[src/rtl/mips_ctrl_pkg.sv]
// Shared encodings for the MIPS control units: FSM states, opcodes and
// the alusrcb / pcsrc / aluop control field values.
package mips_ctrl_pkg;

  typedef enum logic [3:0] {
    StReset,
    StFetch,
    StDecode,
    StMemAdr,
    StMemRd,
    StMemWb,
    StMemWr,
    StExecute,
    StAluWb,
    StBranch,
    StAddiEx,
    StAddiWb,
    StJump
  } state_e;

  localparam logic [5:0] OP_RTYPE = 6'b000000;
  localparam logic [5:0] OP_LW    = 6'b100011;
  localparam logic [5:0] OP_SW    = 6'b101011;
  localparam logic [5:0] OP_BEQ   = 6'b000100;
  localparam logic [5:0] OP_ADDI  = 6'b001000;
  localparam logic [5:0] OP_J     = 6'b000010;

  localparam logic [1:0] SRCB_B      = 2'b00;
  localparam logic [1:0] SRCB_FOUR   = 2'b01;
  localparam logic [1:0] SRCB_IMM    = 2'b10;
  localparam logic [1:0] SRCB_IMM_SH = 2'b11;

  localparam logic [1:0] PCSRC_ALU    = 2'b00;
  localparam logic [1:0] PCSRC_ALUOUT = 2'b01;
  localparam logic [1:0] PCSRC_JUMP   = 2'b10;

  localparam logic [1:0] ALUOP_ADD   = 2'b00;
  localparam logic [1:0] ALUOP_SUB   = 2'b01;
  localparam logic [1:0] ALUOP_FUNCT = 2'b10;

endpackage

[src/rtl/mips_multicycle_ctrl.sv]
// Moore control FSM for the multicycle MIPS datapath with retired-instruction
// counter. Define MEM_WAIT_EN to stall FETCH/MEMRD/MEMWR on mem_ready_i.
module mips_multicycle_ctrl
  import mips_ctrl_pkg::*;
#(
  parameter int unsigned CNT_W = 32
) (
  input  logic             clk_i,
  input  logic             reset_ni,
  input  logic [5:0]       op_i,
  input  logic             zero_i,
  input  logic             mem_ready_i,
  output logic             pcen_o,
  output logic             iord_o,
  output logic             memwrite_o,
  output logic             irwrite_o,
  output logic             regdst_o,
  output logic             memtoreg_o,
  output logic             regwrite_o,
  output logic             alusrca_o,
  output logic [1:0]       alusrcb_o,
  output logic [1:0]       pcsrc_o,
  output logic [1:0]       aluop_o,
  output logic             illegal_op_o,
  output logic [CNT_W-1:0] retired_o
);

  state_e           state_q, state_d;
  logic [CNT_W-1:0] retired_q, retired_d;
  logic             pcwrite, branch, terminal, mem_ok;

`ifdef MEM_WAIT_EN
  assign mem_ok = mem_ready_i;
`else
  logic unused_mem_ready;
  assign unused_mem_ready = mem_ready_i;
  assign mem_ok = 1'b1;
`endif

  always_comb begin
    state_d      = state_q;
    pcwrite      = 1'b0;
    branch       = 1'b0;
    terminal     = 1'b0;
    iord_o       = 1'b0;
    memwrite_o   = 1'b0;
    irwrite_o    = 1'b0;
    regdst_o     = 1'b0;
    memtoreg_o   = 1'b0;
    regwrite_o   = 1'b0;
    alusrca_o    = 1'b0;
    alusrcb_o    = SRCB_B;
    pcsrc_o      = PCSRC_ALU;
    aluop_o      = ALUOP_ADD;
    illegal_op_o = 1'b0;
    case (state_q)
      StReset: state_d = StFetch;
      StFetch: begin
        irwrite_o = mem_ok;
        pcwrite   = mem_ok;
        alusrcb_o = SRCB_FOUR;
        aluop_o   = ALUOP_ADD;
        if (mem_ok) state_d = StDecode;
      end
      StDecode: begin
        alusrcb_o = SRCB_IMM_SH;
        case (op_i)
          OP_LW, OP_SW: state_d = StMemAdr;
          OP_RTYPE:     state_d = StExecute;
          OP_BEQ:       state_d = StBranch;
          OP_ADDI:      state_d = StAddiEx;
          OP_J:         state_d = StJump;
          default: begin
            illegal_op_o = 1'b1;
            state_d      = StFetch;
          end
        endcase
      end
      StMemAdr: begin
        alusrca_o = 1'b1;
        alusrcb_o = SRCB_IMM;
        if (op_i == OP_LW)      state_d = StMemRd;
        else if (op_i == OP_SW) state_d = StMemWr;
        else                    state_d = StFetch;
      end
      StMemRd: begin
        iord_o = 1'b1;
        if (mem_ok) state_d = StMemWb;
      end
      StMemWb: begin
        regwrite_o = 1'b1;
        memtoreg_o = 1'b1;
        terminal   = 1'b1;
        state_d    = StFetch;
      end
      StMemWr: begin
        iord_o     = 1'b1;
        memwrite_o = mem_ok;
        terminal   = 1'b1;
        if (mem_ok) state_d = StFetch;
      end
      StExecute: begin
        alusrca_o = 1'b1;
        alusrcb_o = SRCB_B;
        aluop_o   = ALUOP_FUNCT;
        state_d   = StAluWb;
      end
      StAluWb: begin
        regwrite_o = 1'b1;
        regdst_o   = 1'b1;
        terminal   = 1'b1;
        state_d    = StFetch;
      end
      StBranch: begin
        alusrca_o = 1'b1;
        alusrcb_o = SRCB_B;
        aluop_o   = ALUOP_SUB;
        branch    = 1'b1;
        pcsrc_o   = PCSRC_ALUOUT;
        terminal  = 1'b1;
        state_d   = StFetch;
      end
      StAddiEx: begin
        alusrca_o = 1'b1;
        alusrcb_o = SRCB_IMM;
        aluop_o   = ALUOP_ADD;
        state_d   = StAddiWb;
      end
      StAddiWb: begin
        regwrite_o = 1'b1;
        terminal   = 1'b1;
        state_d    = StFetch;
      end
      StJump: begin
        pcwrite  = 1'b1;
        pcsrc_o  = PCSRC_JUMP;
        terminal = 1'b1;
        state_d  = StFetch;
      end
      default: state_d = StFetch;
    endcase
  end

  assign pcen_o = pcwrite | (branch & zero_i);

  // A stalled MEMWR is terminal but not yet leaving, so gate on the transition.
  always_comb begin
    retired_d = retired_q;
    if (terminal && state_d == StFetch) retired_d = retired_q + CNT_W'(1);
  end

  always_ff @(posedge clk_i or negedge reset_ni) begin
    if (!reset_ni) begin
      state_q   <= StReset;
      retired_q <= '0;
    end else begin
      state_q   <= state_d;
      retired_q <= retired_d;
    end
  end

  assign retired_o = retired_q;

endmodule

[config.mk]
export PLATFORM = sky130hd
export DESIGN_NAME = mips_multicycle_ctrl
export DESIGN_NICKNAME = d
export VERILOG_FILES = /design/src/rtl/mips_ctrl_pkg.sv /design/src/rtl/mips_multicycle_ctrl.sv
export SDC_FILE = /design/constraint.sdc
export NUM_CORES = 1
export LEC_CHECK = 0
export CORE_MARGIN = 5
export CORE_UTILIZATION = 34
export CTS_CLUSTER_SIZE = 8
export DETAILED_ROUTE_END_ITERATION = 10
export GPL_TIMING_DRIVEN = 1
export PLACE_DENSITY = 0.7
export SYNTH_ARGS = -nofsm -noshare
export SYNTH_HDL_FRONTEND = slang
export SYNTH_SLANG_ARGS = --single-unit
[constraint.sdc]
create_clock -name clk_i -period 1.9 [get_ports clk_i]
set_clock_uncertainty 0.2 [all_clocks]
set_input_delay 0.38 -clock clk_i [delete_from_list [all_inputs] [get_ports clk_i]]
set_output_delay 0.38 -clock clk_i [all_outputs]
set_load 0.01 [all_outputs]
Word-level counts from Yosys, hierarchy flattened
Cells that the tools add are included.
{"block": "word_totals", "wordCells": 52, "output_inout_bits": 47, "reg_bits": 36, "input_bits": 10}
{"block": "classes", "muxes": 19, "eq_ne": 18, "bitwise": 2, "n_addsub": 1, "reduce_logical": 10}
{"operator": "$add A32 B1 Y32 const B", "count": 1}
{"operator": "$pmux W4 S6", "count": 1}
{"operator": "$eq A4 B4 Y1 const B", "count": 5}
{"operator": "$pmux W4 S5", "count": 1}
{"operator": "$eq A4 B3 Y1 const B", "count": 4}
{"operator": "$eq A6 B6 Y1 const B", "count": 2}
{"operator": "$mux W1", "count": 12}
{"operator": "$reduce_or A6 Y1", "count": 2}
{"operator": "$eq A4 B1 Y1 const B", "count": 2}
{"operator": "$eq A4 B2 Y1 const B", "count": 2}
{"operator": "$pmux W2 S2", "count": 2}
{"operator": "$reduce_or A2 Y1", "count": 4}
{"operator": "$eq A6 B2 Y1 const B", "count": 1}
{"operator": "$eq A6 B3 Y1 const B", "count": 1}
{"operator": "$eq A6 B4 Y1 const B", "count": 1}
{"operator": "$logic_not A6 Y1", "count": 1}
{"operator": "$mux W3", "count": 2}
{"operator": "$pmux W2 S3", "count": 1}
{"operator": "$reduce_or A4 Y1", "count": 1}
{"operator": "$reduce_or A3 Y1", "count": 1}
{"operator": "$and A1 B1 Y1", "count": 1}
{"operator": "$logic_and A1 B1 Y1", "count": 1}
{"operator": "$or A1 B1 Y1", "count": 1}

Logic depth before layout (Yosys ltp)
Gate-level depths: netlist of the first run.
{"block": "logic_depth", "ltp_word": 6, "depth_mapped": 6, "ltp_nobuf": 5}

Worst setup path before layout of the first run
Ideal clock, no wire load.
{"block": "synth_timing", "path_kind": "register -> register", "from": "register state_q[0]", "to": "register retired_q[1], in the netlist retired_o[1]", "path_stages_with_launch": 6, "path_buffers": 2, "t_required_ns": 1.575, "t_arrival_ns": 1.585, "slack_ns": -0.010, "setup_time_ns": 0.125, "period_less_slack_ns": 1.910, "path_cell_list": "dfrtp_1 -> buf_6 -> xnor2_1 -> a2bb2oi_2 -> buf_4 -> mux2_2"}
{"block": "synth_via", "elab_chain_len": 4, "elab_cells_between_ends": 17, "cone_classes": "eq/ne (13); mux (2); reduce/logical (2)"}
{"element": "start, declared", "line": "mips_multicycle_ctrl.sv:28", "source": "state_e state_q, state_d;"}
{"element": "start signal, assigned", "line": "mips_multicycle_ctrl.sv:154", "source": "state_q <= StReset;"}
{"element": "start signal, assigned", "line": "mips_multicycle_ctrl.sv:157", "source": "state_q <= state_d;"}
{"element": "$eq A4 B4 Y1, or another cell as far along", "line": "mips_multicycle_ctrl.sv:56", "source": "case (state_q)"}
{"element": "$pmux W4 S6 or $reduce_or A6 Y1 (tied branches)"}
{"element": "$eq A4 B1 Y1 or $mux W1 (tied branches)", "line": "mips_multicycle_ctrl.sv:149, mips_multicycle_ctrl.sv:56"}
{"element": "$logic_and A1 B1 Y1 (*)", "line": "mips_multicycle_ctrl.sv:149", "source": "if (terminal && state_d == StFetch) retired_d = retired_q + CNT_W'(1);"}
{"element": "end signal, assigned", "line": "mips_multicycle_ctrl.sv:158", "source": "retired_q <= retired_d;"}
{"element": "end, declared", "line": "mips_multicycle_ctrl.sv:29", "source": "logic [CNT_W-1:0] retired_q, retired_d;"}
Mark *: on every way between the ends. The rest lies on a longest branch, timed or not.
A chain may end at the register's enable or synchronous reset.

Worst setup path in the final report of the first run
{"block": "layout_timing", "from": "register state_q[2]", "to": "output port illegal_op_o"}
{"block": "layout_via", "elab_chain_len": 2}
{"element": "$eq A4 B2 Y1", "line": "mips_multicycle_ctrl.sv:56"}
{"element": "$mux W1", "line": "mips_multicycle_ctrl.sv:56"}
{"element": "end, declared", "line": "mips_multicycle_ctrl.sv:24", "source": "output logic illegal_op_o,"}
Every way passes these cells.

==> flow_summary.yaml, run 1 <==
timing:
  layout_setup_ws_ps: -149.8
  finalSetupViolations: 5
  timing.final.crit_share_pct: 107.9
  tightest_slew_ps: 353.4
  relSlewSlack_pct: 76.36
  drv_slew: 0
  fmax_ghz: 0.4879
  rsz0062_at_grt: "true"
  hold_viol_final: 0
  fin_crit_ps: 2050
placed_design:
  port_buffers: 55
  gp_congestion: 0.8154
  place_hpwl_um: 3945
critical_path:
  critPathBufInv: 2
  crit_fanout: 4
  cp.arrival_ps: 1470
  path_class: "register to output pin"
  cpPeakStageDelay_ps: 450
  crit_slowest_cell: "dfrtp_2"
  path_cells: "buf_6, a2111oi_4, o21a_1, buf_2"
  critical_path_required_ps: 1320
  end_kind: "output pin"
  r2r_start: "state_q[0]$_DFF_PN0_"
  cp_top_family: "compound AO/OA/AOI/OAI gates"
  start_kind: "register"
  cp-startpoint: "state_q[2]$_DFF_PN0_"
synth:
  synth_top_family_by_area: "simple AND/OR/NAND/NOR gates"
  synth.cell_area_um2: 2016
  synth_async_sr_flop_share_pct: 100.0
  ys_types: 38
  yosys.area_share.xor_xnor_pct: 14.77
  yosysWarnings: 0
  synth.area.top_cells: "dfrtp_1 (45%), xor2_1 (12%), nor4_1 (4.0%), nor3_1 (4.0%), xnor2_1 (3.0%)"
  synth_seq_area_share_pct: 44.69
  synth-edff-count: 0
  synth.largest_area_cell: "dfrtp_1"
  synth_compound_area_share_pct: 7.449
  syn_avg_cell_area_um2: 9.738
  synthMuxAreaShare_pct: 2.048
  syn_nets: 218
  synth-simple-area-share_pct: 25.95
  ys.flop_type: "dfrtp_1"
  ys_ff_latch: 36
  synth_top_area_share_pct: 44.69
  synthAdderAreaFrac_pct: 0.6207
  syn_inst: 207
clock_network:
  cts.sinks: 36
  clockBufferDepth: 2
  cts_tree: "yes"
  cts-root-buf: "clkbuf_8"
  clkLatencyLatePin_ps: 290
  htreeDepth: 2
  numCtsBuffers: 5
  path_clk_slew_ps: 70
routing:
  wl_per_cell_um: 15.83
  drt-total-wl_um: 6285
  vias: 2027
  first_iter_violations: 39
  drt_pre_antenna_iters: 4
  drtAntennaViolNets: 0
  drc: 0
  vias_per_cell: 5.106
grt:
  grt_pass1_vias: 2097
  track_usage_pct: 16.23
  grt_overflow: 0
  grt_antenna_before_repair: 0
  grt_max_degree: 37
  grt_pass1_wl_um: 9763
floorplanning:
  die_x_um: 87.00
  row_count: 28
  coreArea_um2: 5851
  ios: 57
  initial_core_util_pct: 34.45
  die-area_um2: 7568
  die_h_um: 87.00
min_path:
  hold_class: "input port to asynchronous set/reset pin"
power_and_ir_drop:
  power_density_nw_per_um2: 741.0
  leakage_nw: 2.121
  total_power_mw: 2.723
  vdd.ir_drop.worst_mv: 0.5205
status:
  failed_checks: "negative setup slack"
  status: "complete, but fails checks"
run:
  max_cap_violations: 0
layout:
  diodes: 0
  final_nets: 332
  nFillCells: 461
  final_core_util_pct: 62.81
  drive_gt1_share_pct: 40.68
  syn2layout_area_growth_pct: 82.31
-- layout make-up --
class / count / area (µm²) / share of cell area [%]
clock buffer: 8 / 90.09 / 2.451
tap: 75 / 93.84 / 2.554
inverter: 6 / 22.52 / 0.6129
sequential: 36 / 909.6 / 24.75
timing repair buffer: 118 / 1117 / 30.41
multi-input combinational: 154 / 1441 / 39.22
-- path summary, 6_finish.rpt --
path | cells past startpoint | slack [ps] | end
min in group clk_i | 1 | 270 | retired_o[31]$_DFFE_PN0P_
min reg2reg | 1 | 270 | retired_o[31]$_DFFE_PN0P_
max | 4 | -150 | illegal_op_o
max reg2reg | 7 | 0 | retired_o[13]$_DFFE_PN0P_
min | 2 | 260 | retired_o[2]$_DFFE_PN0P_
max in group asynchronous | 2 | 1030 | retired_o[24]$_DFFE_PN0P_
-- metal layers --
metal | share of wire (%) | track usage, % | routed length, µm
met5 | 0 | 0 | 0
met4 | 1.8 | 5.524 | 112
met3 | 4.3 | 4.541 | 270
met2 | 50 | 26.09 | 3138
met1 | 44 | 20.92 | 2763
-- registers in the layout, summed over array words and instances, names as in the netlist --
signal and flops:
state_q 4, retired_o 32
-- layout by cell type, fill, tap and decap left out, types with 3 or more instances in the layout --
| cell type | count |
|---|---|
| xnor2_1 | 6 |
| dlygate4sd2_1 | 7 |
| nor3_2 | 3 |
| nand4_1 | 4 |
| inv_1 | 6 |
| clkbuf_8 | 6 |
| dfrtp_2 | 7 |
| and3_1 | 6 |
| dfrtp_1 | 29 |
| nor3_4 | 5 |
| and4_1 | 4 |
| xor2_1 | 27 |
| buf_4 | 44 |
| nand2_1 | 10 |
| a21oi_1 | 3 |
| nand2b_4 | 3 |
| nor3_1 | 8 |
| buf_12 | 4 |
| nor2_1 | 11 |
| buf_2 | 14 |
| dlymetal6s2s_1 | 12 |
| nand3_1 | 10 |
| nor2_2 | 3 |
| clkdlybuf4s50_1 | 21 |
| buf_6 | 11 |
| nor4_4 | 13 |
-- per-stage QoR --
| step | area [µm²] | setup TNS [ps] | setup WS, ps | hold WS (ps) | cells |
|---|---|---|---|---|---|
| after detailed placement | 2978 | -4439 | -892.1 | 261.5 | 373 |
| final | 3675 | -263.4 | -149.8 | 263.4 | 397 |
| after floorplan | 2023 | 0 | 17.10 | -115.6 | 207 |
| after global routing | 3675 | -1292 | -209.4 | 273.0 | 397 |
| after CTS | 3232 | -234.7 | -132.1 | 275.2 | 386 |
| after global placement | 2978 | -3611 | -847.8 | 259.1 | 373 |
-- cell usage after synthesis, drive strengths merged, types with 2 or more instances --
cell type,n
nor3b,3
and4,4
o21a,2
a31oi,2
nor4,13
nor3,16
nor2,14
mux2i,3
inv,6
a2bb2oi,3
nand2,14
buf,7
clkbuf,4
a21oi,3
nand2b,5
xor2,27
nor4b,3
xnor2,7
dfrtp,36
or3,2
nand4,4
o21ai,2
and3,6
nand3,10
-- where the power goes --
part,switching [mW],internal [mW]
combinational,0.572,0.709
sequential,0.0568,0.828
clock,0.261,0.296
-- logic make-up after synthesis --
family                     after synthesis
xor gates and xnor gates                34
DFF                                     36
and+or+nand+nor                         96
buffers and inverters                   17
muxes                                    4
adders and majority gates                1
AOI/OAI and AO/OA                       19
-- repair_timing --
action	CTS	global route
gates cloned	0	2
pin swaps	3	26
resized for setup	101	66
setup buffers	5	9
hold buffers	0	0
setup endpoints to repair	35	52
Power figures use the tool's default switching activity.
==> run 2, diff against run 1 <==
--- a/config.mk
+++ b/config.mk
@@ -5,7 +5,6 @@
 export SDC_FILE = /design/constraint.sdc
 export NUM_CORES = 1
 export LEC_CHECK = 0
-export CORE_MARGIN = 5
 export CORE_UTILIZATION = 34
 export CTS_CLUSTER_SIZE = 8
 export DETAILED_ROUTE_END_ITERATION = 10
==> run 2 against run 1 <==
Compared with the run above: the run still ends with negative setup slack left; die area shrank 18%; flip-flop and latch count is the same; critical path depth is the same; register-to-register slack lost 100 ps; sequential share of layout area shrank 2.7 points; global-route usage grew 5.0 points; clock power grew 3.6%; wire length grew 16%; count of clock-buffer cells in the layout shrank 1; via count grew 6.4%; utilization grew 11 points; cell area grew 12%; largest cell class unchanged.
==> flow_summary.yaml, run 2 (synthesized netlist as in run 1, its figures left out) <==
run:
  max_cap_violations: 0
status:
  failed_checks: "negative setup slack"
  status: "complete, but fails checks"
floorplanning:
  ios: 57
  die-area_um2: 6240
  coreArea_um2: 5608
  die_h_um: 79.00
  initial_core_util_pct: 35.94
  row_count: 27
  die_x_um: 79.00
grt:
  grt_pass1_vias: 2097
  grt_antenna_before_repair: 0
  grt_overflow: 0
  track_usage_pct: 21.23
  grt_pass1_wl_um: 10190
  grt_max_degree: 37
timing:
  drv_slew: 0
  timing.final.crit_share_pct: 108.2
  layout_setup_ws_ps: -154.9
  fin_crit_ps: 2055
  fmax_ghz: 0.4866
  relSlewSlack_pct: 68.04
  finalSetupViolations: 32
  tightest_slew_ps: 478.1
  hold_viol_final: 0
  rsz0062_at_grt: "true"
  hold_slack_ps: 264.9
routing:
  drt-total-wl_um: 7276
  first_iter_violations: 121
  vias: 2157
  drt_pre_antenna_iters: 4
  wl_per_cell_um: 17.49
  vias_per_cell: 5.185
  drtAntennaViolNets: 0
  drc: 0
clock_network:
  path_clk_slew_ps: 70
  clockBufferDepth: 2
  cts_hold_buf: 0
  cts_tree: "yes"
  numCtsBuffers: 5
  cts.sinks: 36
  htreeDepth: 2
  clkLatencyLatePin_ps: 300
  cts-root-buf: "clkbuf_8"
power_and_ir_drop:
  p_sw_share_pct: 34.14
  p_int_mw: 2.028
  p_clk_share_pct: 18.8
  power.switching_mw: 1.051
  power_density_nw_per_um2: 747.8
  pwr-share-comb_pct: 52.3
  seqPwrFrac_pct: 28.9
  vdd.ir_drop.worst_mv: 0.8204
  leakage_nw: 2.353
critical_path:
  path_class: "register to output pin"
  cp.arrival_ps: 1470
  r2r_slack_ps: -100
  cp_top_family: "compound AO/OA/AOI/OAI gates"
  end_kind: "output pin"
  crit_fanout: 4
  critPathBufInv: 2
  cpPeakStageDelay_ps: 450
  critical_path_required_ps: 1320
  crit_slowest_cell: "dfrtp_2"
  start_kind: "register"
  path_cells: "buf_6, a2111oi_4, o21a_1, buf_2"
placed_design:
  place_ws_ps: -888.4
  place_hpwl_um: 3682
  port_buffers: 55
  gp_congestion: 0.8261
layout:
  drive_gt1_share_pct: 50.00
  final_nets: 354
  layout_commonest_cell: "buf_4"
  syn2layout_area_growth_pct: 104.2
  final_cell_mix: "buf_4 (44), buf_6 (36), dfrtp_1 (29)"
  diodes: 0
  largest_reg_flops: 32
min_path:
  hold_class: "register to register"
run 2: changes by cell type in the layout (fill, tap and decap cells not counted), sizes merged:
cell           change
clkdlybuf4s15      -1
clkdlybuf4s50      +2
clkbuf             -2
clkinvlp           +1
buf               +24
dlymetal6s2s       -2
run 2: final timing paths:
| kind | to | start | cells after the start |
|---|---|---|---|
| setup / recovery | illegal_op_o | state_q[2]$_DFF_PN0_ | 4 |
| hold / removal | retired_o[31]$_DFFE_PN0P_ | retired_o[31]$_DFFE_PN0P_ | 1 |
| setup reg to reg | retired_o[20]$_DFFE_PN0P_ | state_q[3]$_DFF_PN0_ | 8 |
| hold reg to reg | retired_o[31]$_DFFE_PN0P_ | retired_o[31]$_DFFE_PN0P_ | 1 |
| max in group asynchronous | retired_o[2]$_DFFE_PN0P_ | reset_ni | 2 |
| min in group asynchronous | retired_o[0]$_DFFE_PN0P_ | reset_ni | 2 |
run 2: metal layers:
metal	routed length (µm)	track usage (%)	part of all wire (%)
met5	0	0	0
met4	167	7.455	2.3
met3	223	4.713	3.1
met2	3890	36.64	53
met1	2994	25.91	41
run 2: timing repair:
| action | CTS | global route |
|---|---|---|
| endpoints found under the hold margin | 0 | 0 |
| pin swaps | 29 | 44 |
| gates resized for setup | 140 | 94 |
| setup endpoints to repair | 38 | 60 |
| cloned | 2 | 0 |
| setup buffers | 17 | 22 |
run 2: stage by stage:
stage               power [mW]  util, %  cell area, µm²  setup TNS, ps  std cells
floorplan                1.353        -            2023              0        207
global placement         1.851    52.99            2972          -4569        368
detailed placement       1.867    52.99            2972          -5371        368
CTS                      2.685    63.83            3580          -1120        395
global route             3.229    73.40            4116          -4189        416
finish                   3.078    73.40            4116          -1652        416
run 2: power groups by stage:
stage,logic (mW),clock network [mW],registers [mW]
floorplan,0.443,0,0.910
global placement,0.970,0,0.881
detailed placement,0.982,0,0.885
CTS,1.22,0.591,0.876
global route,1.70,0.634,0.900
finish,1.61,0.577,0.891
run 2: area by class of cell:
class / instances / area [µm²]
Timing Repair Buffer: 140 / 1393
Clock buffer: 7 / 86.33
Multi-Input combinational cell: 154 / 1603
Clock inverter: 1 / 7.507
Inverter: 6 / 27.53
Tap cell: 72 / 90.09
Fill cell: 370 / 1491
Sequential cell: 36 / 909.6
==> run 3, diff against run 2 <==
--- a/config.mk
+++ b/config.mk
@@ -5,11 +5,14 @@
 export SDC_FILE = /design/constraint.sdc
 export NUM_CORES = 1
 export LEC_CHECK = 0
-export CORE_UTILIZATION = 34
+export CELL_PAD_IN_SITES_DETAIL_PLACEMENT = 0
+export CELL_PAD_IN_SITES_GLOBAL_PLACEMENT = 1
+export CORE_UTILIZATION = 32
 export CTS_CLUSTER_SIZE = 8
 export DETAILED_ROUTE_END_ITERATION = 10
+export GPL_ROUTABILITY_DRIVEN = 0
 export GPL_TIMING_DRIVEN = 1
-export PLACE_DENSITY = 0.7
+export PLACE_DENSITY = 0.82
 export SYNTH_ARGS = -nofsm -noshare
 export SYNTH_HDL_FRONTEND = slang
 export SYNTH_SLANG_ARGS = --single-unit
==> run 3 against run 2 <==
Compared with the run above: the flow still finishes with violations (negative setup slack); clock power increased by 2%; global-route usage shrank 3.3 points; cell area is 9.3% lower; die area rose by 6.1%; count of clock-buffer cells in the layout did not move; critical path type unchanged; largest power group unchanged.
==> flow_summary.yaml, run 3 (synthesized netlist as in run 1, its figures left out) <==
status:
  status: "complete, but fails checks"
  failed_checks: "negative setup slack"
power_and_ir_drop:
  p_int_mw: 1.876
  vdd.ir_drop.worst_mv: 0.6882
  p_clk_share_pct: 21.2
  p_sw_share_pct: 32.33
  leakage_nw: 2.095
  total_power_mw: 2.772
  seqPwrFrac_pct: 32.1
  power.switching_mw: 0.8960
  power_density_nw_per_um2: 742.6
  pwr-share-comb_pct: 46.7
floorplanning:
  coreArea_um2: 5991
  die_h_um: 81.37
  die-area_um2: 6620
  row_count: 28
  ios: 57
  die_x_um: 81.37
  initial_core_util_pct: 33.65
timing:
  finalSetupViolations: 8
  rsz0062_at_grt: "true"
  fmax_ghz: 0.4954
  hold_slack_ps: 252.0
  finalSetupTns_ps: -454.5
  tightest_slew_ps: 353.6
  relSlewSlack_pct: 76.34
  layout_setup_ws_ps: -118.4
  hold_viol_final: 0
  timing.final.crit_share_pct: 106.2
  fin_crit_ps: 2018
  drv_slew: 0
clock_network:
  cts_hold_buf: 0
  numCtsBuffers: 5
  clkLatencyLatePin_ps: 290
  path_clk_slew_ps: 70
  cts_tree: "yes"
  cts-root-buf: "clkbuf_8"
  cts.sinks: 36
  htreeDepth: 2
  clockBufferDepth: 2
layout:
  largest_reg_flops: 32
  final_nets: 335
  diodes: 0
  nFillCells: 463
  layout_commonest_cell: "buf_4"
  seqCellArea_um2: 910.9
  multi_input_area_um2: 1474
  final_cell_mix: "buf_4 (44), dfrtp_1 (28), xor2_1 (27)"
  drive_gt1_share_pct: 44.14
  syn2layout_area_growth_pct: 85.16
  final_core_util_pct: 62.30
critical_path:
  cp-startpoint: "state_q[2]$_DFF_PN0_"
  end_kind: "output pin"
  critical_path_required_ps: 1320
  start_kind: "register"
  reg2reg_depth: 9
  r2r_end: "retired_o[28]$_DFFE_PN0P_"
  crit_fanout: 4
  r2r_start: "state_q[2]$_DFF_PN0_"
  r2r_slack_ps: -80
  path_class: "register to output pin"
  cp.arrival_ps: 1440
routing:
  drc: 0
  wl_met2_um: 3036
  first_iter_violations: 72
  vias_per_cell: 5.063
  wl_met1_um: 2762
  route.met3.wl_um: 216
  drt_pre_antenna_iters: 4
  wl_per_cell_um: 15.24
  drt-total-wl_um: 6080
  drtAntennaViolNets: 0
  vias: 2020
  top_layer: "met4"
grt:
  grt_antenna_before_repair: 0
  grt_max_degree: 37
  grt_pass1_vias: 1923
  grt_pass1_wl_um: 9032
  track_usage_pct: 17.98
  grt_overflow: 0
placed_design:
  place_hpwl_um: 3632
  port_buffers: 55
run:
  max_cap_violations: 0
min_path:
  hold_class: "input port to asynchronous set/reset pin"
## run 3: power groups by stage
stage,Combinational (mW),Clock [mW],Sequential (mW)
2_1_floorplan,0.443,0,0.910
3_3_place_gp,0.973,0,0.880
3_5_place_dp,0.981,0,0.886
4_1_cts,1.13,0.604,0.879
5_1_grt,1.38,0.636,0.897
6_report,1.29,0.588,0.889
## run 3: worst max-delay path by stage
| stage | endpoint | slack (ps) | cells after the start |
|---|---|---|---|
| after floorplan | regwrite_o | 20 | 5 |
| final | illegal_op_o | -120 | 4 |
| after CTS | illegal_op_o | -140 | 4 |
| after global routing | illegal_op_o | -190 | 4 |
| after global placement | illegal_op_o | -850 | 5 |
| after detailed placement | illegal_op_o | -870 | 5 |
## run 3: per-layer routing
layer / vias up / GRT usage [%]
met1: 999 / 22.52
met2: 40 / 30.25
li1: 975 / -
met4: 0 / 6.429
met3: 6 / 3.820
met5: - / 0
## run 3: through the flow
step	std cells	setup WS, ps	area (µm²)
floorplan	207	17.10	2023
global placement	372	-845.7	2970
detailed placement	372	-868.5	2970
CTS	389	-135.6	3314
global route	399	-191.8	3732
finish	399	-118.4	3732
## run 3: critical path, cell delays in order (launching register included)
cell and delay [ps]:
dfrtp_2 440, buf_6 140, a2111oi_4 300, o21a_1 150, buf_2 120
## run 3: timing repair
| item | in CTS | in global routing |
|---|---|---|
| pin swaps | 6 | 32 |
| gates cloned | 0 | 1 |
| buffers inserted | 10 | 12 |
| hold endpoints to repair | 0 | 0 |
| setup endpoints to repair | 35 | 48 |
| resized for setup | 107 | 77 |
## run 3: final cells by class
type	instances	area share (%)
flip-flops and latches	36	24.40
multi-input cells	154	39.49
inverters	6	0.6034
repair buffers	121	30.41
clock buffers	7	2.581
well taps	75	2.514
